==> src/rtl/alu_seq_ctrl.sv <==
// rtl/alu_seq_ctrl.sv - multi-cycle instruction sequencer for a 4-bit combinational ALU
//
// Purpose:
//   Accepts one 10-bit instruction at a time over in_valid/in_ready, reads
//   operands from a 4 x 4-bit register file, drives the ALU and holds its
//   inputs for SETTLE_CYCLES, captures alu_rd and writes it back. Load-
//   immediate (li) skips the ALU and writes the immediate directly.
//
// Ports:
//   clk, rst            clock (rising edge), asynchronous active-high reset
//   in_valid/in_ready   instruction handshake; in_ready is high only in IDLE
//   in_instr[9:0]       [9]=li [8:6]=sel [5:4]=rd [3:2]=rs [1:0]=rt, imm=[3:0]
//   alu_rs/alu_rt/alu_sel  registered operands/opcode to the ALU
//   alu_rd              combinational ALU result
//   wb_valid/wb_idx/wb_data  write-back pulse, destination and data
//   busy                high whenever not IDLE
//   op_count            completed write-backs, wraps modulo 256
//   dbg_idx/dbg_data    combinational register-file debug read

module alu_seq_ctrl #(
  parameter int SETTLE_CYCLES = 2
) (
  input  logic       clk,
  input  logic       rst,
  input  logic       in_valid,
  output logic       in_ready,
  input  logic [9:0] in_instr,
  output logic [3:0] alu_rs,
  output logic [3:0] alu_rt,
  output logic [2:0] alu_sel,
  input  logic [3:0] alu_rd,
  output logic       wb_valid,
  output logic [1:0] wb_idx,
  output logic [3:0] wb_data,
  output logic       busy,
  output logic [7:0] op_count,
  input  logic [1:0] dbg_idx,
  output logic [3:0] dbg_data
);

  typedef enum logic [1:0] {S_IDLE, S_READ, S_SETTLE, S_WB} state_t;

  localparam logic [3:0] SETTLE_M1 = 4'(SETTLE_CYCLES - 1);

  state_t     state_q, state_d;
  logic [2:0] sel_q;
  logic [1:0] rs_idx_q;
  logic [1:0] rt_idx_q;
  logic [3:0] cnt_q;
  logic [3:0] rf_q [4];
  logic [3:0] alu_rs_q, alu_rt_q;
  logic [2:0] alu_sel_q;
  logic [1:0] wb_idx_q;
  logic [3:0] wb_data_q;
  logic [7:0] op_count_q;

  always_ff @(posedge clk or posedge rst) begin
    if (rst) state_q <= S_IDLE;
    else     state_q <= state_d;
  end

  always_comb begin
    state_d  = state_q;
    in_ready = 1'b0;
    wb_valid = 1'b0;
    case (state_q)
      S_IDLE: begin
        in_ready = 1'b1;
        if (in_valid) state_d = in_instr[9] ? S_WB : S_READ;
      end
      S_READ:   state_d = S_SETTLE;
      S_SETTLE: if (cnt_q == 4'd0) state_d = S_WB;
      S_WB: begin
        wb_valid = 1'b1;
        state_d  = S_IDLE;
      end
      default:  state_d = S_IDLE;
    endcase
  end

  always_ff @(posedge clk or posedge rst) begin
    if (rst) begin
      sel_q      <= '0;
      rs_idx_q   <= '0;
      rt_idx_q   <= '0;
      cnt_q      <= '0;
      alu_rs_q   <= '0;
      alu_rt_q   <= '0;
      alu_sel_q  <= '0;
      wb_idx_q   <= '0;
      wb_data_q  <= '0;
      op_count_q <= '0;
      for (int i = 0; i < 4; i++) rf_q[i] <= '0;
    end else begin
      case (state_q)
        S_IDLE: if (in_valid) begin
          sel_q    <= in_instr[8:6];
          wb_idx_q <= in_instr[5:4];
          rs_idx_q <= in_instr[3:2];
          rt_idx_q <= in_instr[1:0];
          // li goes straight to WB, so its immediate is staged now
          if (in_instr[9]) wb_data_q <= in_instr[3:0];
        end
        S_READ: begin
          alu_rs_q  <= rf_q[rs_idx_q];
          alu_rt_q  <= rf_q[rt_idx_q];
          alu_sel_q <= sel_q;
          cnt_q     <= SETTLE_M1;
        end
        S_SETTLE: begin
          if (cnt_q == 4'd0) wb_data_q <= alu_rd;
          else               cnt_q     <= cnt_q - 4'd1;
        end
        S_WB: begin
          rf_q[wb_idx_q] <= wb_data_q;
          op_count_q     <= op_count_q + 8'd1;
        end
        default: ;
      endcase
    end
  end

  assign busy     = (state_q != S_IDLE);
  assign alu_rs   = alu_rs_q;
  assign alu_rt   = alu_rt_q;
  assign alu_sel  = alu_sel_q;
  assign wb_idx   = wb_idx_q;
  assign wb_data  = wb_data_q;
  assign op_count = op_count_q;
  assign dbg_data = rf_q[dbg_idx];

endmodule

==> config.mk <==
export PLATFORM = sky130hd
export DESIGN_NAME = alu_seq_ctrl
export DESIGN_NICKNAME = d
export VERILOG_FILES = /design/src/rtl/alu_seq_ctrl.sv
export SDC_FILE = /design/constraint.sdc
export NUM_CORES = 1
export LEC_CHECK = 0
export BUFFER_PORTS_ARGS = -buffer_cell sky130_fd_sc_hd__buf_2
export CAP_MARGIN = 20
export CORE_MARGIN = 2
export CORE_UTILIZATION = 59
export CTS_CLUSTER_DIAMETER = 40
export DETAILED_ROUTE_END_ITERATION = 10
export PLACE_DENSITY = 0.85
export SLEW_MARGIN = 20
export SYNTH_ARGS = -nofsm -noshare
export SYNTH_HDL_FRONTEND = slang
export SYNTH_SLANG_ARGS = --single-unit
==> constraint.sdc <==
create_clock -name clk -period 3.5 [get_ports clk]
set_clock_uncertainty 0.15 [all_clocks]
set_input_delay 0.175 -clock clk [delete_from_list [all_inputs] [get_ports clk]]
set_output_delay 0.175 -clock clk [all_outputs]
set_load 0.1 [all_outputs]
### Word-level counts from Yosys, hierarchy flattened

Index checks and enable logic that the tools add are counted.

* flip-flop bits (word level): 54
* bits of input ports: 19
* output and inout port bits: 32
* word-level logic and storage cells: 67

* add/sub/neg operators: 2
* equal/unequal tests: 7
* multiplexer cells: 24
* bitwise logic cells: 4
* reductions and logical operators: 10
* order comparisons: 5

Operator list (count)
* 2-to-1 mux 4 bit: 11
* binary-select mux 4 bit (select 2 bit): 3
* bitwise mux 16 bit: 1
* case mux 4 bit (2 select lines): 2
* greater-or-equal comparator 3 bit (second input constant): 4
* NOT 2 -> 3 bit: 4
* adder 8 x 1 -> 8 bit (second input constant): 1
* demux 4 bit (select 2 bit): 1
* inequality test 2 bit (second input constant): 4
* case mux 2 bit (4 select lines): 1
* 2-to-1 mux 2 bit: 3
* AND reduction 2 bit: 3
* nonzero test 2 bit: 3
* equality test 2 bit (second input constant): 2
* zero test 4 bit: 1
* AND reduction 4 bit: 1
* subtractor 4 x 1 -> 4 bit (second input constant): 1
* < comparator 3 x 1 -> 1 bit (second input constant): 1
* equality test 2 x 1 -> 1 bit (second input constant): 1
* zero test 2 bit: 1
* 2-to-1 mux 1 bit: 2
* logical AND 1 bit: 1

### Longest topological paths before layout

* word-level depth: 6
* gate-level depth with buffers: 6
* gate-level depth less buffers: 5

### Worst setup path before layout

Ideal clock, no wire load.

* path type: flip-flop to flip-flop
* start: reg state_q[0]
* end: reg state_q[0]
* clock period less this slack: 2.793 ns
* arrival time: 2.521 ns
* buffers on the path: 0
* library setup time: 0.122 ns
* path slack: 0.707 ns
* data required time: 3.228 ns
* stages on the path, launching flop included: 6
* cell sequence: dfrtp_1 -> inv_1 -> ha_1 -> inv_1 -> a2bb2oi_1 -> o22a_1

* cells in the longest elaborated chain, start to end: 3
* elaborated cells on any way between the ends: 8
* classes of those cells: 5 x eq/ne; 1 x mux; 2 x reduce/logical

RTL lines
* from (decl): RTL line 45 `state_t state_q, state_d;`
* from (signal assigned): RTL line 59 `else state_q <= state_d;`
* equality test 2 bit or zero test 2 bit (tied branches): RTL line 66 `case (state_q)`
* inequality test 2 bit (no source line)
* AND reduction 2 bit (no source line)

Several ways; a longest one is shown, not always the timed one.
A chain may end at the register's enable or synchronous reset.

### Worst setup path after layout

* start: reg state_q[0]
* end: reg rf_q[13] in the netlist's numbering

* cells in the longest elaborated chain, start to end: 1

RTL lines
* equality test 2 bit: RTL line 95 `case (state_q)`
* to (signal, indexed assignment): RTL line 115 `rf_q[wb_idx_q] <= wb_data_q;`
* to (decl): RTL line 50 `logic [3:0] rf_q [4];`

No other way between the ends.

==> results.sh <==
export IMPL_start_util=0.603
export IMPL_worstPathArrival_ns=2.11
export IMPL_clk_pin_slew_worst_paths_ns=0.09
export IMPL_placed_area_um2=2880
export IMPL_setup_viol=0
export IMPL_gp_congestion=0.754
export IMPL_cp_start_kind="flop"
export IMPL_r2r_slack_ns=1.44
export IMPL_synth_edff_count=0
export IMPL_io_pins=51
export IMPL_hold_violations=0
export IMPL_grt_overflow_total=0
export IMPL_design_area_um2=3090
export IMPL_setup_tns_ns=0
export IMPL_die_w_um=70.0
export IMPL_cts_htree_levels=2
export IMPL_grt_pass1_wl_um=8600
export IMPL_synth_avg_cell_area_um2=15.0
export IMPL_vias=1688
export IMPL_fin_crit_ns=2.06
export IMPL_ys_types=28
export IMPL_status="finished, final reports clean"
export IMPL_cts_root_buf="clkbuf_8"
export IMPL_ys_ff_latch=54
export IMPL_drc_errors=0
export IMPL_vias_per_cell=5.80
export IMPL_synthCells=172
export IMPL_nets=264
export IMPL_clk_path_buf_depth=2
export IMPL_routed_wl_um=5090
export IMPL_post_route_util=0.725
export IMPL_initialDrtViolationCount=69
export IMPL_worst_path_max_fanout=11
export IMPL_async_flop_share=1.00
export IMPL_grt_max_degree=49
export IMPL_crit_path_max_incr_delay_ns=0.60
export IMPL_required_ns=3.55
export IMPL_drv_cap=0
export IMPL_grtUsageTotal=0.228
export IMPL_core_um2=4260
export IMPL_syn_area_um2=2570
export IMPL_finalCritPeriodShare=0.589
export IMPL_path_cells="ha_1 > nor3b_1 > mux2_2"
export IMPL_dr_pass1_iters=4
export IMPL_die_y_um=70.0
export IMPL_post_dp_hpwl_um=3730
export IMPL_grt_pass1_vias=1751
export IMPL_syn_num_nets=198
export IMPL_finalMaxSlewViolations=0
export IMPL_max_freq_mhz=485
export IMPL_ctsResizeCount=0
export IMPL_cp_slowest_cell="nor3b_1"
export IMPL_max_slew_margin=0.569
export IMPL_cts_tree="yes"
export IMPL_finalHoldWorstSlack_ns=0.0908
export IMPL_hp_class="primary input to flop"
export IMPL_seq_area_frac_synth=0.525
export IMPL_antenna_cells=0
export IMPL_wl_per_cell_um=17.5
export IMPL_area_growth_syn_to_layout_pct=20.2
export IMPL_crit_path_end_kind="flop"
export IMPL_tightest_slew_ns=0.644
export IMPL_rsz0062_at_grt="false"
export IMPL_core_rowCount=24
export IMPL_drive_above_1_share=0.506
export IMPL_drtAntennaViolNets=0
export IMPL_clock_latency_ns=0.31
export IMPL_port_buffers=50
export IMPL_die_area_um2=4900
export IMPL_synth_main_ff_cell="dfrtp_1"
export IMPL_antenna_found_initial=0
export IMPL_cts_made_buffers=5
export IMPL_cts_sinks=54
export IMPL_criticalPathCategory="flop to flop"
export IMPL_ys_warn_count=0
worst paths after layout:
path                        startpoint           to  cells past startpoint
max                         state_q[0]     rf_q[13]                      3
min                          alu_rd[1]   wb_data[1]                      3
max reg2reg                 state_q[0]     rf_q[13]                      3
min reg2reg                op_count[7]  op_count[7]                      1
max in group asynchronous          rst    alu_rt[3]                      4
min in group asynchronous          rst  op_count[7]                      3
placed cells by master (no fill, tap or decap), types with 2 or more instances in the layout:
cell type / count
dlygate4sd3_1: 10
nand3b_1: 2
xnor2_1: 4
dfrtp_1: 54
xor2_1: 3
nand2b_1: 4
ha_1: 7
nand2_1: 6
buf_2: 50
o21ai_0: 2
mux2_2: 46
nand4_1: 4
inv_1: 6
clkbuf_8: 6
nor2_1: 3
mux4_2: 12
nand3_1: 3
routing by layer:
metal | wire length, µm | track usage | share of wire | up-vias
met5 | 0 | 0 | 0 | -
met1 | 2230 | 0.302 | 0.44 | 854
li1 | - | - | - | 770
met3 | 187 | 0.0476 | 0.037 | 15
met2 | 2530 | 0.361 | 0.50 | 49
met4 | 147 | 0.115 | 0.029 | 0
area by class of cell:
type,instances,area [µm²]
tap,52,65.1
inverter,7,26.3
timing repair buffer,62,378
sequential,54,1350
fill,280,1170
clock buffer,6,82.6
clock inverter,2,12.5
multi-input combinational,108,1180
critical path: cells and delay by family, from the launching register on:
family                   cells  cell delay (ns)
flip-flops                   1             0.40
adder cells (fa/ha/maj)      1             0.40
multiplexers                 1             0.41
AND/OR/NAND/NOR              1             0.60
stage by stage:
| stage | setup slack [ns] | cells |
|---|---|---|
| floorplan | 0.707 | 172 |
| global placement | 1.57 | 272 |
| detailed placement | 1.46 | 272 |
| CTS | 1.43 | 290 |
| global route | 1.30 | 291 |
| finish | 1.44 | 291 |
logic make-up after synthesis:
| kind of cell | after synthesis | synth area share |
|---|---|---|
| muxes | 59 | 0.310 |
| DFF | 54 | 0.525 |
| and+or+nand+nor | 27 | 0.0608 |
| buffers and inverters | 10 | 0.0170 |
| AOI/OAI and AO/OA | 8 | 0.0287 |
| xor gates and xnor gates | 7 | 0.0238 |
| adders and majority gates | 7 | 0.0340 |
synthesized netlist by cell type (all sizes together), types with 4 or more instances:
library cell  instances  area share
nand2                 6      0.0088
mux4                 12        0.11
ha                    7       0.034
xnor2                 4       0.014
nand4                 4      0.0097
mux2                 46        0.20
dfrtp                54        0.53
nand2b                4      0.0097
inv                   7       0.010
timing repair:
item                      4_1_cts  5_1_grt
setup buffers                   0        0
hold buffers                   10        0
hold endpoints to repair       56        0
state kept, by name (all words and copies together), names as in the netlist:
signal	cells
state_q	2
alu_rs	4
alu_sel	3
wb_idx	2
alu_rt	4
cnt_q	4
rf_q	16
rt_idx_q	2
sel_q	3
rs_idx_q	2
op_count	8
wb_data	4
Power is not shown: default switching activity piles up to over one toggle a cycle in this logic, so the estimate is an artifact.
